File: src/rtl/cpu_trace_decoder_pkg.sv
// Shared definitions for the trace record decoder: FSM encodings, ASCII
// constants, error bit positions, record type codes and legal field ranges.
package cpu_trace_decoder_pkg;

    localparam logic [31:0] PC_LO   = 32'h0000_3000;
    localparam logic [31:0] PC_HI   = 32'h0000_4FFF;
    localparam logic [31:0] ADDR_HI = 32'h0000_2FFF;
    localparam logic [31:0] REG_MAX = 32'd31;

    typedef enum logic [3:0] {
        S_IDLE     = 4'd0,
        S_TIME     = 4'd1,
        S_PC       = 4'd2,
        S_COLON_SP = 4'd3,
        S_REGN     = 4'd4,
        S_ADDR     = 4'd5,
        S_PRE_LT   = 4'd6,
        S_EQ       = 4'd7,
        S_POST_EQ  = 4'd8,
        S_DATA     = 4'd9,
        S_DONE     = 4'd10
    } state_t;

    localparam logic [7:0] CH_CARET  = 8'h5E;
    localparam logic [7:0] CH_AT     = 8'h40;
    localparam logic [7:0] CH_COLON  = 8'h3A;
    localparam logic [7:0] CH_DOLLAR = 8'h24;
    localparam logic [7:0] CH_STAR   = 8'h2A;
    localparam logic [7:0] CH_LT     = 8'h3C;
    localparam logic [7:0] CH_EQ     = 8'h3D;
    localparam logic [7:0] CH_HASH   = 8'h23;
    localparam logic [7:0] CH_SPACE  = 8'h20;

    localparam int ERR_TIME = 0;
    localparam int ERR_PC   = 1;
    localparam int ERR_ADDR = 2;
    localparam int ERR_REG  = 3;

    localparam logic [1:0] TYPE_NONE = 2'b00;
    localparam logic [1:0] TYPE_REG  = 2'b01;
    localparam logic [1:0] TYPE_MEM  = 2'b10;

    // Range checks on a finished record; bits that do not apply to the
    // record type stay 0.
    function automatic logic [3:0] calc_err(input logic        is_mem,
                                            input logic [13:0] t,
                                            input logic [31:0] pc,
                                            input logic [31:0] dest);
        logic [3:0] e;
        e = 4'b0000;
        e[ERR_TIME] = t[0];
        e[ERR_PC]   = (pc < PC_LO) || (pc > PC_HI) || (pc[1:0] != 2'b00);
        if (is_mem)
            e[ERR_ADDR] = (dest > ADDR_HI) || (dest[1:0] != 2'b00);
        else
            e[ERR_REG] = (dest > REG_MAX);
        return e;
    endfunction

endpackage

File: src/rtl/cpu_trace_decoder_char_class.sv
// Character classifier: decimal digit, lowercase hex digit, and nibble value.
module cpu_trace_decoder_char_class (
    input  logic [7:0] char,
    output logic       is_dec,
    output logic       is_hex,
    output logic [3:0] nib
);

    logic is_af;

    // Classify the character and convert it to its 4-bit value
    always_comb begin
        is_dec = (char >= 8'h30) && (char <= 8'h39);
        is_af  = (char >= 8'h61) && (char <= 8'h66);
        is_hex = is_dec || is_af;
        nib    = 4'h0;
        if (is_dec)
            nib = char[3:0];
        else if (is_af)
            nib = char[3:0] + 4'd9;
    end

endmodule

File: src/rtl/cpu_trace_decoder.sv
// Trace record decoder: parses reg/mem write records from an ASCII stream,
// converts the fields to binary and presents one checked record per '#'.
module cpu_trace_decoder
    import cpu_trace_decoder_pkg::*;
(
    input  logic        clk,
    input  logic        reset,
    input  logic [7:0]  char,
    output logic        rec_valid,
    output logic [1:0]  rec_type,
    output logic [13:0] rec_time,
    output logic [31:0] rec_pc,
    output logic [31:0] rec_dest,
    output logic [31:0] rec_data,
    output logic [3:0]  err_code
);

    state_t      state, next_state;
    logic [3:0]  cnt;
    logic        is_dec, is_hex;
    logic [3:0]  nib;
    logic [13:0] time_acc;
    logic [31:0] pc_acc, dest_acc, data_acc;
    logic        is_mem;

    cpu_trace_decoder_char_class u_class (
        .char   (char),
        .is_dec (is_dec),
        .is_hex (is_hex),
        .nib    (nib)
    );

    // State register
    always_ff @(posedge clk) begin
        if (reset) state <= S_IDLE;
        else       state <= next_state;
    end

    // Next-state decode: any character not explicitly allowed falls back to IDLE
    always_comb begin
        next_state = S_IDLE;
        case (state)
            S_IDLE:     if (char == CH_CARET) next_state = S_TIME;
            S_TIME:     if (is_dec && cnt < 4'd4) next_state = S_TIME;
                        else if (char == CH_AT && cnt != 4'd0) next_state = S_PC;
            S_PC:       if (is_hex && cnt < 4'd8) next_state = S_PC;
                        else if (char == CH_COLON && cnt == 4'd8) next_state = S_COLON_SP;
            S_COLON_SP: if (char == CH_SPACE) next_state = S_COLON_SP;
                        else if (char == CH_DOLLAR) next_state = S_REGN;
                        else if (char == CH_STAR) next_state = S_ADDR;
            S_REGN:     if (is_dec && cnt < 4'd4) next_state = S_REGN;
                        else if (cnt != 4'd0 && char == CH_SPACE) next_state = S_PRE_LT;
                        else if (cnt != 4'd0 && char == CH_LT) next_state = S_EQ;
            S_ADDR:     if (is_hex && cnt < 4'd8) next_state = S_ADDR;
                        else if (cnt == 4'd8 && char == CH_SPACE) next_state = S_PRE_LT;
                        else if (cnt == 4'd8 && char == CH_LT) next_state = S_EQ;
            S_PRE_LT:   if (char == CH_SPACE) next_state = S_PRE_LT;
                        else if (char == CH_LT) next_state = S_EQ;
            S_EQ:       if (char == CH_EQ) next_state = S_POST_EQ;
            S_POST_EQ:  if (char == CH_SPACE) next_state = S_POST_EQ;
                        else if (is_hex) next_state = S_DATA;
            S_DATA:     if (is_hex && cnt < 4'd8) next_state = S_DATA;
                        else if (char == CH_HASH && cnt == 4'd8) next_state = S_DONE;
            S_DONE:     if (char == CH_CARET) next_state = S_TIME;
            default:    next_state = S_IDLE;
        endcase
    end

    // Output decode: the pulse is exactly the single cycle spent in DONE
    always_comb begin
        rec_valid = (state == S_DONE);
    end

    // Field counter and shadow accumulators; a field clears on its entry char
    always_ff @(posedge clk) begin
        if (reset) begin
            cnt      <= 4'd0;
            time_acc <= 14'd0;
            pc_acc   <= 32'd0;
            dest_acc <= 32'd0;
            data_acc <= 32'd0;
            is_mem   <= 1'b0;
        end else begin
            if (next_state != state)
                cnt <= (next_state == S_DATA) ? 4'd1 : 4'd0;
            else if (state inside {S_TIME, S_PC, S_REGN, S_ADDR, S_DATA})
                cnt <= cnt + 4'd1;

            if (next_state == S_TIME)
                time_acc <= (state == S_TIME) ? time_acc * 14'd10 + {10'd0, nib} : 14'd0;
            if (next_state == S_PC)
                pc_acc <= (state == S_PC) ? {pc_acc[27:0], nib} : 32'd0;
            if (next_state == S_REGN) begin
                dest_acc <= (state == S_REGN) ?
                            {18'd0, dest_acc[13:0] * 14'd10 + {10'd0, nib}} : 32'd0;
                is_mem   <= 1'b0;
            end
            if (next_state == S_ADDR) begin
                dest_acc <= (state == S_ADDR) ? {dest_acc[27:0], nib} : 32'd0;
                is_mem   <= 1'b1;
            end
            if (next_state == S_DATA)
                data_acc <= (state == S_DATA) ? {data_acc[27:0], nib} : {28'd0, nib};
        end
    end

    // Output registers: load from the shadows only on the '#' that completes a record
    always_ff @(posedge clk) begin
        if (reset) begin
            rec_type <= TYPE_NONE;
            rec_time <= 14'd0;
            rec_pc   <= 32'd0;
            rec_dest <= 32'd0;
            rec_data <= 32'd0;
            err_code <= 4'd0;
        end else if (state == S_DATA && next_state == S_DONE) begin
            rec_type <= is_mem ? TYPE_MEM : TYPE_REG;
            rec_time <= time_acc;
            rec_pc   <= pc_acc;
            rec_dest <= dest_acc;
            rec_data <= data_acc;
            err_code <= calc_err(is_mem, time_acc, pc_acc, dest_acc);
        end
    end

endmodule

File: config.mk
export PLATFORM = sky130hd
export DESIGN_NAME = cpu_trace_decoder
export DESIGN_NICKNAME = d
export VERILOG_FILES = /design/src/rtl/cpu_trace_decoder_pkg.sv /design/src/rtl/cpu_trace_decoder_char_class.sv /design/src/rtl/cpu_trace_decoder.sv
export SDC_FILE = /design/constraint.sdc
export NUM_CORES = 1
export LEC_CHECK = 0
export CORE_MARGIN = 2
export CORE_UTILIZATION = 55
export CTS_BUF_LIST = sky130_fd_sc_hd__clkbuf_8
export CTS_CLUSTER_DIAMETER = 200
export DETAILED_ROUTE_END_ITERATION = 7
export PLACE_DENSITY = 0.79
export SLEW_MARGIN = 10
export SYNTH_ARGS = -nofsm -noshare
export SYNTH_HDL_FRONTEND = slang
export SYNTH_SLANG_ARGS = --single-unit
File: constraint.sdc
create_clock -name clk -period 5.2 [get_ports clk]
set_input_delay 1.04 -clock clk [delete_from_list [all_inputs] [get_ports clk]]
set_output_delay 1.04 -clock clk [all_outputs]
set_load 0.05 [all_outputs]
---- Word-level counts from Yosys, hierarchy flattened ----
Cells that the tools add are included.
operators by class
  $mul .................................... 2
  $add $sub $neg .......................... 4
  $lt $le $gt $ge ......................... 10
  eq/ne operators ......................... 27
  mux-type cells .......................... 39
  reductions and logical operators ........ 24
operator list
  operator               count
  $mux 32                5
  $eq 8x6->1 const B     7
  $pmux 4 s10            1
  $mux 4                 9
  $mux 3                 11
  $gt 32x14->1 const B   1
  $gt 32x15->1 const B   1
  $gt 32x5->1 const B    1
  $lt 32x14->1 const B   1
  $add 14x4->14          2
  $mul 14x3->13 const B  2
  $mux 14                2
  $eq 4x3->1 const B     6
  $eq 4x4->1 const B     6
  $eq 8x7->1 const B     2
  $eq 4x2->1 const B     3
  $logic_and 1x1->1      12
  $mux 2                 5
  $eq 4x1->1 const B     2
  $ge 8x6->1 const B     1
  $ge 8x7->1 const B     1
  $le 8x6->1 const B     1
  $le 8x7->1 const B     1
  $reduce_bool 2->1      4
  other kinds (11)       19
word-level totals
  bits of input ports ..................... 10
  logic and storage cells ................. 119
  output and inout port bits .............. 117
  flip-flop bits (word level) ............. 235

---- Logic depth before layout (Yosys ltp) ----
Gate-level depths: netlist (run 1).
  depth after elaboration ................. 9
  gate-level depth with buffers ........... 17
  mapped depth without buffers ............ 17

---- Hierarchy ----
A second synthesis (run 1) with hierarchy kept.
second synthesis, totals
  cell total of the unflattened synthesis .. 1346
  area total of the unflattened synthesis .. 10979.3 µm²
by module, submodules not included
  module                        instances  seq. area each (µm²)  cells an instance  area each (µm²)
  cpu_trace_decoder             1          4684.5                1318               10746.6
  cpu_trace_decoder_char_class  1          0.0                   28                 232.7

---- Least setup slack after synthesis (run 1) ----
Ideal clock, no wire load.
  path type ............................... input -> register
  start ................................... input char[0]
  end ..................................... register dest_acc[12]
  arrival time ............................ 4.222 ns
  data required time ...................... 5.122 ns
  library setup time ...................... 0.078 ns
  buffers on the path ..................... 0
  path slack .............................. 0.900 ns
  stages on the path ...................... 17
  cell sequence ........................... inv_1 ha_1 or3b_1 nand4_1 nor2_1 o21ai_0 o21ai_0 ha_1 a21o_1 a21oi_1 nor3b_1 nand3b_1 nor3_1 nor3b_1 xnor2_1 o41a_1 nor3_1
between the ends
  cells in the longest elaborated chain, start to end .. 8
  elaborated cells on any way between the ends .. 57
  those cells by class .................... 2 x add/sub; 4 x order compare; 11 x eq/ne; 27 x mux; 13 x reduce/logical
ends and longest elaborated chain
  what                                      RTL line                            text
  start, declared                           cpu_trace_decoder.sv:8              input logic [7:0] char,
  $ge 8x7->1 or $le 8x7->1 (tied branches)  cpu_trace_decoder_char_class.sv:14  is_af = (char >= 8'h61) && (char <= 8'h66);
  $logic_and 1x1->1                         cpu_trace_decoder_char_class.sv:14
  $mux 4                                    cpu_trace_decoder_char_class.sv:19  else if (is_af)
  $mux 4 *                                  cpu_trace_decoder_char_class.sv:17  if (is_dec)
  via nib[2]                                cpu_trace_decoder.sv:21             logic [3:0] nib;
  $add 14x4->14 *                           cpu_trace_decoder.sv:95             {18'd0, dest_acc[13:0] * 14'd10 + {10'd0, nib}} : 32'd0;
  $mux 14 *                                 cpu_trace_decoder.sv:94             dest_acc <= (state == S_REGN) ?
  $mux 32 *                                 cpu_trace_decoder.sv:93             if (next_state == S_REGN) begin
  $mux 32 *                                 cpu_trace_decoder.sv:98             if (next_state == S_ADDR) begin
  end signal, assigned                      cpu_trace_decoder.sv:94
  end signal, assigned                      cpu_trace_decoder.sv:99             dest_acc <= (state == S_ADDR) ? {dest_acc[27:0], nib} : 32'd0;
  end, declared                             cpu_trace_decoder.sv:23             logic [31:0] pc_acc, dest_acc, data_acc;
Mark *: on every way through the listed nets, which the timed path passes. The rest lies on a longest branch. The select of a mux whose other input is x is not followed.
A chain may end at the register's enable or synchronous reset.

---- Worst setup path after layout (run 1) ----
  start ................................... input char[0]
  end ..................................... register dest_acc[13]
Same word-level chain as after synthesis.

==> key figures, run 1 <==
Critical path
  – Cell family with most CP delay: simple AND/OR/NAND/NOR gates
  – Crit-path max FO: 7
  – Crit Path Class: primary input to register
  – Worst-path cell with the longest stage delay: clkdlybuf4s50_1
  – Critical path buffers and inverters: 2
  – Setup crit end kind: register
  – CP required: 5.59 ns
  – Cell chain of the critical path: clkdlybuf4s50_1 > inv_1 > ha_1 > or3b_1 > and4_4 > nor2_8 > nor2_1 > ha_1 > a21o_1 > nand2_1 > nor3_1 > nand3_1 > nor3_1 > a31oi_1 > o21a_1 > o21ai_0 > a211oi_1
  – Critical Path AT: 4.94 ns
  – CP max stage delay: 0.51 ns
  – Crit start category: primary input

Finish
  – Diodes inserted: 0
  – Final core occ: 0.673
  – Synth-to-Final Area Change: 20.8%
  – Total Nets Final: 1405
  – Share of layout cells above drive strength 1: 0.0674
  – Register Area: 0.00468 sq mm
  – Fillcell total: 1585
  – Multi-input gate area: 0.00534 sq mm

Timing
  – Clock Skew: 0.0299 ns
  – Min setup slack post-route: 0.654 ns
  – Fin crit period: 4.55 ns
  – RSZ-0062 raised after global routing: false
  – Slew Limit Fails: 0
  – Worst Max-Slew Pin Slew: 0.956 ns
  – Rel. slew slack: 0.361
  – Final worst-path cycle share: 0.874
  – # setup viols final: 0
  – Fin. Hold Viols: 0
  – Hold Slack: 0.447 ns
  – Peak Freq: 0.220 GHz
  – Final TNS setup: 0 ns

Clock network
  – CTS-repair resized insts: 0
  – Clock root cell: clkbuf_8
  – Longest Clk Path Bufs: 3
  – CTS Sinks: 234
  – Setup Buffers After CTS: 0
  – Worst-skew pair later-pin latency: 0.53 ns
  – H-tree Lvls: 2
  – Hold-fix buffers at CTS: 0
  – CTS tree: done
  – Clk pin slew, worst setup/hold paths: 0.07 ns
  – TritonCTS Buffers: 39

GRT
  – Total congestion overflow: 0
  – Vias in the first global route: 8581
  – Tot GR Track Use: 0.259
  – First-pass GRT wire length: 43.3 mm
  – Initial antenna violation count: 0
  – Pin count of the biggest net entering global routing: 103

Outcome
  – Status: completed

Yosys
  – Sequential area share after synthesis: 0.451
  – Cells after Synth: 1242
  – Number of synthesized flops with an enable pin: 0
  – Unique masters post-synth: 63
  – Syn. warnings: 0
  – Ys flop type: dfxtp_1
  – Synthesized Nets: 1306
  – Synth top area cells: dfxtp_1 45%, nand2_1 9.8%, a21oi_1 8.0%, ha_1 6.0%, nor2_1 3.4%
  – Leading area contributor after synthesis: dfxtp_1
  – Post-Syn Area: 0.0104 sq mm
  – Post-synth top area share: 0.451
  – Synth Area per Inst: 8.36 sq um
  – Post-synth ARST share: 0
  – Most common library cells after synthesis: 271 x nand2_1, 234 x dfxtp_1, 167 x a21oi_1
  – Cell with the most instances after synthesis: nand2_1
  – Flops & latches, synth: 234

Placement
  – Gpl congestion: 0.854
  – Detail Placement HPWL: 17.3 mm
  – Post-Place Worst Slack: 0.141 ns
  – Port Buffers: 126

Detailed routing
  – Vias per std cell: 5.73
  – Routed Antenna Nets: 0
  – DRT Pass-1 Iters: 5
  – Starting DRC count in detailed routing: 587
  – DR WL/cell: 16.3 microns
  – DRC Markers: 0
  – Total number of vias: 9161
  – Routed WL: 26.1 mm

Power
  – Worst VDD drop: 162 uV
  – Static Leak: 4.65 nW
  – Cell Pwr Density: 277 mW/mm^2

Floorplanning
  – Die Ht: 141 microns
  – Std-Cell Rows: 50
  – I/O pin count: 127
  – DIE AREA: 0.0200 sq mm
  – Starting density of the core: 0.557
  – Core ar.: 0.0186 sq mm
  – Die width: 141 microns

Flow run
  – Max Cap Violations: 0

Hold path
  – HP Class: register to register
[kinds of logic (layout without fill, tap and decap cells)]
family / Yosys count / in the layout / share of synthesized area
and+or+nand+nor: 508 / 508 / 0.221
AOI/OAI and AO/OA: 294 / 294 / 0.177
DFF: 234 / 234 / 0.451
buffers and inverters: 100 / 223 / 0.0383
adders and majority gates: 54 / 54 / 0.0679
xor gates and xnor gates: 47 / 47 / 0.0396
muxes: 5 / 5 / 0.00482
[worst paths after layout]
kind / startpoint / to / slack (ns) / cells after the start
worst max-delay path: char[0] / dest_acc[13] / 0.65 / 17
worst min-delay path: data_acc[31] / rec_data[31] / 0.45 / 2
worst max register to register: dest_acc[1] / dest_acc[13] / 1.79 / 13
worst min register to register: data_acc[31] / rec_data[31] / 0.45 / 2
[worst min-delay path, stage by stage (launching register included)]
cell     delay (ns)
dfxtp_1        0.31
nand2_1        0.05
a21oi_1        0.06
[routing by layer]
layer	global-route usage	share of wire	vias up
li1	-	-	4528
met1	0.368	0.47	4307
met2	0.410	0.46	283
met3	0.0459	0.060	43
met4	0.0674	0.019	0
met5	0	0	-
[metrics by stage]
step | power [mW] | std cells | instance area, sq um
5_1_grt | 3.59 | 1599 | 12500
3_3_place_gp | 1.89 | 1534 | 11800
2_1_floorplan | 1.87 | 1242 | 10400
6_report | 3.48 | 1599 | 12500
4_1_cts | 3.50 | 1599 | 12500
3_5_place_dp | 1.89 | 1534 | 11800
[layout by cell type (no fill, tap or decap), types with 4 or more instances in the layout]
cell	count
clkbuf_8	50
nor3b_1	5
a221oi_1	11
nand2_1	271
xor2_1	25
mux2i_1	5
o21ai_0	15
clkdlybuf4s50_1	125
nor2_1	93
nand3b_1	7
a22o_1	15
nand2b_1	10
and3_1	4
nor4_1	11
fa_1	4
nand4_1	4
ha_1	50
nand3_1	43
buf_4	15
a21o_1	7
xnor2_1	22
a21oi_1	167
nor3_1	29
dfxtp_1	234
inv_1	25
a22oi_1	46
[cell type report]
| type | instances | area share |
|---|---|---|
| Clock buffer | 50 | 0.0549 |
| Clock inverter | 15 | 0.00778 |
| Timing Repair Buffer | 141 | 0.110 |
| Tap cell | 234 | 0.0233 |
| Inverter | 17 | 0.00509 |
| Sequential cell | 234 | 0.373 |
| Multi-Input combinational cell | 908 | 0.426 |
[power breakdown]
group | total, mW | switching [mW] | internal, mW
logic | 0.0632 | 0.0469 | 0.0163
registers | 1.79 | 0.0000856 | 1.79
clock network | 1.62 | 0.711 | 0.910
[flip-flops by register name, summed over array words and instances, names as in the netlist]
name,cells
state,4
is_mem,1
cnt,4
rec_type,2
rec_pc,32
rec_time,14
rec_data,32
err_code,3
time_acc,14
pc_acc,32
data_acc,32
rec_dest,32
dest_acc,32
Power figures use the tool's default switching activity.
==> run 2: changes to the inputs <==
--- a/config.mk
+++ b/config.mk
@@ -9,6 +9,7 @@
 export CORE_UTILIZATION = 55
 export CTS_BUF_LIST = sky130_fd_sc_hd__clkbuf_8
 export CTS_CLUSTER_DIAMETER = 200
+export CTS_CLUSTER_SIZE = 10
 export DETAILED_ROUTE_END_ITERATION = 7
 export PLACE_DENSITY = 0.79
 export SLEW_MARGIN = 10
==> run 2 against run 1 <==
Net effect: critical path depth is the same; utilization shrank 2.1 points; clock-buffer cell count decreased by 23; routed wire length is 1.8% lower; non-clock buffer count unchanged; fmax down 0.22%; total power decreased by 16%; sequential cell count did not move; sequential share of layout area rose by 1.2 points; via count shrank 1.4%; first-iteration DRC count increased by 12%; largest power group unchanged.
==> key figures, run 2 (same netlist as run 1, synthesis figures left out) <==
GRT
  – First-pass GRT wire length: 42.8 mm (-1.1%)
  – Initial antenna violation count: 0 (unchanged)
  – Tot GR Track Use: 0.255 (-0.00433)
  – Vias in the first global route: 8453 (-1.5%)
  – Total congestion overflow: 0 (unchanged)
  – Pin count of the biggest net entering global routing: 103 (unchanged)

Timing
  – RSZ-0062 raised after global routing: false
  – Hold Slack: 0.449 ns (+0.00205 ns)
  – Clock Skew: 0.0282 ns (-0.00178 ns)
  – Rel. slew slack: 0.368 (+0.00723)
  – Worst Max-Slew Pin Slew: 0.945 ns (-0.0108 ns)
  – Fin. Hold Viols: 0 (unchanged)
  – Final worst-path cycle share: 0.876 (+0.00193)
  – # setup viols final: 0 (unchanged)
  – Fin crit period: 4.56 ns (+0.0100 ns)
  – Slew Limit Fails: 0 (unchanged)
  – Peak Freq: 0.220 GHz (-0.22%)
  – Final TNS setup: 0 ns (unchanged)

Critical path
  – Crit path from: char[0]
  – R2R cell count: 13 (unchanged)
  – Crit start category: primary input
  – Crit Path Class: primary input to register
  – Critical Path AT: 4.97 ns (+0.03 ns)
  – CP endpoint: dest_acc[13]
  – Setup crit end kind: register
  – CP required: 5.61 ns (+0.02 ns)
  – Worst r2r dst: dest_acc[13]
  – Internal reg-to-reg setup slack: 1.71 ns (-0.08 ns)
  – Reg2Reg Launch Point: dest_acc[1]
  – Crit-path max FO: 8 (+1)

Placement
  – Gpl congestion: 0.854 (unchanged)
  – Detail Placement HPWL: 17.3 mm (unchanged)
  – Port Buffers: 126 (unchanged)

Flow run
  – Max Cap Violations: 0 (unchanged)

Clock network
  – Worst-skew pair later-pin latency: 0.56 ns (+0.03 ns)
  – CTS-repair resized insts: 0 (unchanged)
  – CTS Sinks: 234 (unchanged)
  – Clk pin slew, worst setup/hold paths: 0.08 ns (about the same)
  – Longest Clk Path Bufs: 3 (unchanged)
  – TritonCTS Buffers: 27 (-31%)
  – H-tree Lvls: 1 (-1)
  – Hold-fix buffers at CTS: 0 (unchanged)
  – Clock root cell: clkbuf_8
  – Setup Buffers After CTS: 0 (unchanged)
  – CTS tree: done

Finish
  – Multi-input gate area: 0.00534 sq mm (unchanged)
  – Most common cell after layout, fill and taps aside: nand2_1
  – Diodes inserted: 0 (unchanged)
  – Register Area: 0.00468 sq mm (unchanged)
  – Share of layout cells above drive strength 1: 0.0489 (-0.0185)
  – Final core occ: 0.652 (-0.0211)
  – Synth-to-Final Area Change: 17.0%
  – Fillcell total: 1650 (+4.1%)
  – Total Nets Final: 1393 (-0.85%)
  – Most frequent cells in the layout: 271 x nand2_1, 234 x dfxtp_1, 167 x a21oi_1

Detailed routing
  – Routed Antenna Nets: 0 (unchanged)
  – Starting DRC count in detailed routing: 659 (+12%)
  – Vias per std cell: 5.78 (+0.85%)
  – Routed WL: 25.7 mm (-1.8%)
  – DR WL/cell: 16.4 microns (+0.47%)
  – DRC Markers: 0 (unchanged)
  – Total number of vias: 9031 (-1.4%)
  – DRT Pass-1 Iters: 5 (unchanged)

Floorplanning
  – Std-Cell Rows: 50 (unchanged)
  – I/O pin count: 127 (unchanged)
  – Core ar.: 0.0186 sq mm (unchanged)
  – Die width: 141 microns (unchanged)
  – Die Ht: 141 microns (unchanged)
  – DIE AREA: 0.0200 sq mm (unchanged)
  – Starting density of the core: 0.557 (unchanged)

Power
  – Static Leak: 4.42 nW (-5.1%)
  – Worst VDD drop: 203 uV (+25%)
  – Total power: 2.92 mW (-16%)
  – Cell Pwr Density: 240 mW/mm^2 (-13%)

Outcome
  – Status: completed

Hold path
  – HP Class: register to register
==> run 2: cell types whose count changed in the layout (fill, tap and decap cells not counted), sizes merged <==
| cell | before | now |
|---|---|---|
| clkinvlp | 1 | 0 |
| bufinv | 1 | 0 |
| clkinv | 3 | 1 |
| clkbuf | 50 | 27 |
| inv | 27 | 18 |
==> run 2: stage by stage <==
stage                     area [sq um]  instances  setup WS [ns]
final                            12100       1563          0.644
after global routing             12100       1563          0.208
after CTS                        12100       1563          0.703
after detailed placement         11800       1534          0.141
after global placement           11800       1534          0.333
after floorplan                  10400       1242          0.900
==> run 2: routing by layer <==
layer  part of all wire  up-vias  global-route usage
li1                   -     4483                   -
met1               0.47     4253               0.366
met2               0.46      265               0.408
met3              0.055       30              0.0375
met4              0.017        0              0.0584
met5                  0        -                   0
==> run 2: critical path: stages <==
cell             delay, ns
clkdlybuf4s50_1       0.51
inv_1                 0.13
ha_1                  0.31
o21bai_1              0.15
a21oi_4               0.38
a22o_1                0.31
ha_1                  0.24
fa_1                  0.22
a21o_1                0.12
nand2_1               0.07
nor3_1                0.27
nand3_1               0.18
nor3_1                0.39
a31oi_1               0.17
o21a_1                0.21
o21ai_0               0.16
a211oi_1              0.09
==> run 2: area by class of cell <==
cell class | instances | area share
multi-input cells | 908 | 0.440
flip-flops and latches | 234 | 0.386
repair buffers | 141 | 0.113
clock buffers | 27 | 0.0306
well taps | 234 | 0.0241
inverters | 17 | 0.00525
clock inverters | 2 | 0.00165
==> run 2: worst min path at each step <==
stage | from | end | slack, ns | depth (start not counted)
after global routing | err_code[2] | err_code[2] | 0.46 | 2
final | rec_time[10] | rec_time[10] | 0.45 | 2
after floorplan | data_acc[28] | rec_data[28] | 0.44 | 2
after detailed placement | rec_dest[16] | rec_dest[16] | 0.44 | 2
after global placement | rec_data[3] | rec_data[3] | 0.44 | 2
after CTS | rec_data[15] | rec_data[15] | 0.45 | 2
==> run 2: power breakdown <==
part	leakage (nW)	internal, mW	total (mW)	switching (mW)
Combinational	2.33	0.0163	0.0630	0.0467
Clock	0.204	0.468	1.06	0.595
Sequential	1.88	1.79	1.79	0.0000863
==> run 3: changes to the inputs <==
--- a/config.mk
+++ b/config.mk
@@ -11,8 +11,9 @@
 export CTS_CLUSTER_DIAMETER = 200
 export CTS_CLUSTER_SIZE = 10
 export DETAILED_ROUTE_END_ITERATION = 7
-export PLACE_DENSITY = 0.79
+export PLACE_DENSITY = 0.82
 export SLEW_MARGIN = 10
 export SYNTH_ARGS = -nofsm -noshare
 export SYNTH_HDL_FRONTEND = slang
+export SYNTH_HIERARCHICAL = 1
 export SYNTH_SLANG_ARGS = --single-unit
==> run 3 against run 2 <==
Net effect: largest cell class unchanged; register-to-register slack better by 0.14 ns; non-clock buffer count up 3; via count up 7.5%; clock power about the same; die area up 5.5%; critical path depth down 1; sequential cell count unchanged; first-iteration DRC count up 29%; utilization up 0.083 points.
==> key figures, run 3 <==
Finish
  – Fillcell total: 1702 (+3.2%)
  – Diodes inserted: 0 (unchanged)
  – Most frequent cells in the layout: 309 x nand2_1, 234 x dfxtp_1, 172 x a21oi_1
  – Post-route cell area: 0.0127 sq mm (+4.9%)
  – Share of layout cells above drive strength 1: 0.0540 (+0.00505)
  – Finished Layout Cells: 1692 (+8.3%)
  – Multi-input gate area: 0.00584 sq mm (+9.3%)
  – Register Area: 0.00468 sq mm (unchanged)
  – Synth-to-Final Area Change: 16.0%
  – Most common cell after layout, fill and taps aside: nand2_1
  – Total Nets Final: 1491 (+7.0%)

Placement
  – Detail Placement HPWL: 17.1 mm (-1.3%)
  – Post-DP Area: 0.0124 sq mm (+5.1%)
  – Gpl congestion: 0.954 (+12%)
  – Port Buffers: 126 (unchanged)
  – Post-Place Worst Slack: 0.436 ns (+0.295 ns)
  – Dpl cells: 1663 (+8.4%)

Clock network
  – CTS-repair resized insts: 0 (unchanged)
  – H-tree Lvls: 1 (unchanged)
  – Setup Buffers After CTS: 0 (unchanged)
  – CTS Sinks: 234 (unchanged)
  – Clock root cell: clkbuf_8
  – Worst-skew pair later-pin latency: 0.55 ns (about the same)
  – Longest Clk Path Bufs: 3 (unchanged)
  – Clk pin slew, worst setup/hold paths: 0.07 ns (about the same)
  – Hold-fix buffers at CTS: 0 (unchanged)
  – CTS tree: done
  – TritonCTS Buffers: 27 (unchanged)

Yosys
  – Post-synth top area share: 0.427 (-0.0243)
  – Post-synth ARST share: 0 (unchanged)
  – Synth Area per Inst: 8.16 sq um (-2.5%)
  – Most common library cells after synthesis: 309 x nand2_1, 234 x dfxtp_1, 172 x a21oi_1
  – Sequential area share after synthesis: 0.427 (-0.0243)
  – Syn. warnings: 6 (+6)
  – Synthesized Nets: 1410 (+8.0%)
  – Post-Syn Area: 0.0110 sq mm (+5.7%)
  – Ys flop type: dfxtp_1
  – Leading area contributor after synthesis: dfxtp_1
  – Synth top area cells: dfxtp_1 43%, nand2_1 11%, a21oi_1 7.8%, ha_1 5.7%, nor2_1 3.4%
  – Cell with the most instances after synthesis: nand2_1
  – Unique masters post-synth: 76 (+21%)
  – Flops & latches, synth: 234 (unchanged)
  – Number of synthesized flops with an enable pin: 0 (unchanged)
  – Cells after Synth: 1346 (+8.4%)

Detailed routing
  – DRC Markers: 0 (unchanged)
  – Total number of vias: 9710 (+7.5%)
  – Routed WL: 26.0 mm (+1.2%)
  – Routed Antenna Nets: 0 (unchanged)
  – DRT Pass-1 Iters: 5 (unchanged)
  – Starting DRC count in detailed routing: 849 (+29%)
  – Vias per std cell: 5.74 (-0.68%)
  – DR WL/cell: 15.4 microns (-6.5%)

Power
  – Comb power frac: 0.023 (about the same)
  – Static Leak: 4.52 nW (+2.3%)
  – Reg power frac: 0.612 (-0.002)
  – Internal power: 2.28 mW (about the same)
  – Worst VDD drop: 146 uV (-28%)
  – Psw: 0.651 mW (+1.4%)
  – Switching share of power: 0.222 (+0.00240)
  – Cell Pwr Density: 230 mW/mm^2 (-4.4%)
  – Clock power frac: 0.365 (about the same)

Timing
  – Rel. slew slack: 0.236 (-0.132)
  – Fin crit period: 4.22 ns (-0.336 ns)
  – Final worst-path cycle share: 0.811 (-0.0646)
  – Min setup slack post-route: 0.980 ns (+0.336 ns)
  – Worst Max-Slew Pin Slew: 1.15 ns (+0.201 ns)
  – RSZ-0062 raised after global routing: false
  – # setup viols final: 0 (unchanged)
  – Peak Freq: 0.237 GHz (+8.0%)
  – Clock Skew: 0.0229 ns (-0.00526 ns)
  – Fin. Hold Viols: 0 (unchanged)
  – Slew Limit Fails: 0 (unchanged)
  – Final TNS setup: 0 ns (unchanged)

Critical path
  – Critical Path AT: 4.68 ns (-0.29 ns)
  – Crit start category: primary input
  – Worst-path cell with the longest stage delay: clkdlybuf4s50_1
  – Cell chain of the critical path: clkdlybuf4s50_1 > inv_1 > ha_1 > or3b_4 > nand4_2 > o22ai_1 > ha_1 > fa_1 > a21o_1 > nand2_1 > nor3_1 > and3_1 > nand3_1 > nor3_1 > mux2_2 > a211oi_1
  – CP required: 5.66 ns (+0.05 ns)
  – Crit Path Class: primary input to register
  – CP max stage delay: 0.48 ns (-0.03 ns)
  – Critical path buffers and inverters: 2 (unchanged)
  – Crit-path max FO: 5 (-3)
  – Cell family with most CP delay: simple AND/OR/NAND/NOR gates
  – Setup crit end kind: register

Floorplanning
  – Die Ht: 145 microns (+2.7%)
  – I/O pin count: 127 (unchanged)
  – Die width: 145 microns (+2.7%)
  – Core ar.: 0.0195 sq mm (+4.7%)
  – DIE AREA: 0.0211 sq mm (+5.5%)
  – Starting density of the core: 0.562 (+0.00510)
  – Std-Cell Rows: 51 (+2.0%)

GRT
  – Vias in the first global route: 9133 (+8.0%)
  – Total congestion overflow: 0 (unchanged)
  – Initial antenna violation count: 0 (unchanged)
  – Tot GR Track Use: 0.240 (-0.0144)
  – Pin count of the biggest net entering global routing: 125 (+21%)
  – First-pass GRT wire length: 43.9 mm (+2.5%)

Hold path
  – HP Class: register to register

Outcome
  – Status: completed

Flow run
  – Max Cap Violations: 0 (unchanged)
[run 3: cell types whose count changed after synthesis, moves of 6 or more]
cell	previous run	this run
nand2_1	271	309
or2_1	0	30
nand3_1	44	24
o31a_1	0	19
a31oi_1	3	21
a22oi_1	46	31
a22o_1	15	1
a211oi_1	3	11
buf_6	0	6
nor2_1	93	99
[run 3: worst paths after layout]
check / start / endpoint / slack, ns / depth (start not counted)
setup / recovery: char[1] / dest_acc[13] / 0.98 / 16
hold / removal: rec_data[16] / rec_data[16] / 0.45 / 2
setup reg to reg: dest_acc[1] / dest_acc[13] / 1.85 / 12
hold reg to reg: rec_data[16] / rec_data[16] / 0.45 / 2
[run 3: layout make-up]
cell class | count | share of cell area
Timing Repair Buffer | 144 | 0.112
Clock buffer | 27 | 0.0292
Tap cell | 265 | 0.0260
Clock inverter | 2 | 0.00128
Inverter | 20 | 0.00589
Multi-Input combinational cell | 1000 | 0.458
Sequential cell | 234 | 0.368
[run 3: worst reg2reg max path: stages, from the launching register on]
cell      delay [ns]
dfxtp_1         0.41
ha_1            0.36
ha_1            0.18
inv_1           0.06
fa_1            0.39
nand2b_1        0.19
a21bo_2         0.22
a211oi_1        0.38
and3_1          0.26
nand3_1         0.11
nor3_1          0.17
mux2_2          0.35
a211oi_1        0.19
[run 3: cells by family (layout without fill, tap and decap cells)]
group | after synthesis | in the layout | synth area share
buffers and inverters | 112 | 193 | 0.0457
xor gates and xnor gates | 40 | 40 | 0.0319
adders and majority gates | 54 | 54 | 0.0643
AOI/OAI and AO/OA | 315 | 315 | 0.177
muxes | 7 | 7 | 0.00650
and+or+nand+nor | 584 | 584 | 0.248
DFF | 234 | 234 | 0.427
[run 3: metrics by stage]
step / utilization / hold WS [ns] / total power [mW]
after detailed placement: 0.633 / 0.446 / 1.90
after CTS: 0.653 / 0.456 / 2.96
after global placement: 0.633 / 0.438 / 1.90
after global routing: 0.653 / 0.474 / 3.03
after floorplan: - / 0.432 / 1.88
final: 0.653 / 0.452 / 2.93
[run 3: power by group through the flow]
| stage | registers, mW | clock network [mW] | logic [mW] |
|---|---|---|---|
| final | 1.79 | 1.07 | 0.0675 |
| after global routing | 1.79 | 1.16 | 0.0738 |
| after CTS | 1.79 | 1.10 | 0.0670 |
| after detailed placement | 1.83 | 0 | 0.0667 |
| after global placement | 1.83 | 0 | 0.0663 |
| after floorplan | 1.83 | 0 | 0.0437 |
[run 3: metal layers]
layer  global-route usage  wire length (microns)
met1                0.323                  11500
met5                    0                      0
met4               0.0691                    595
met3               0.0296                   1280
met2                0.407                  12600
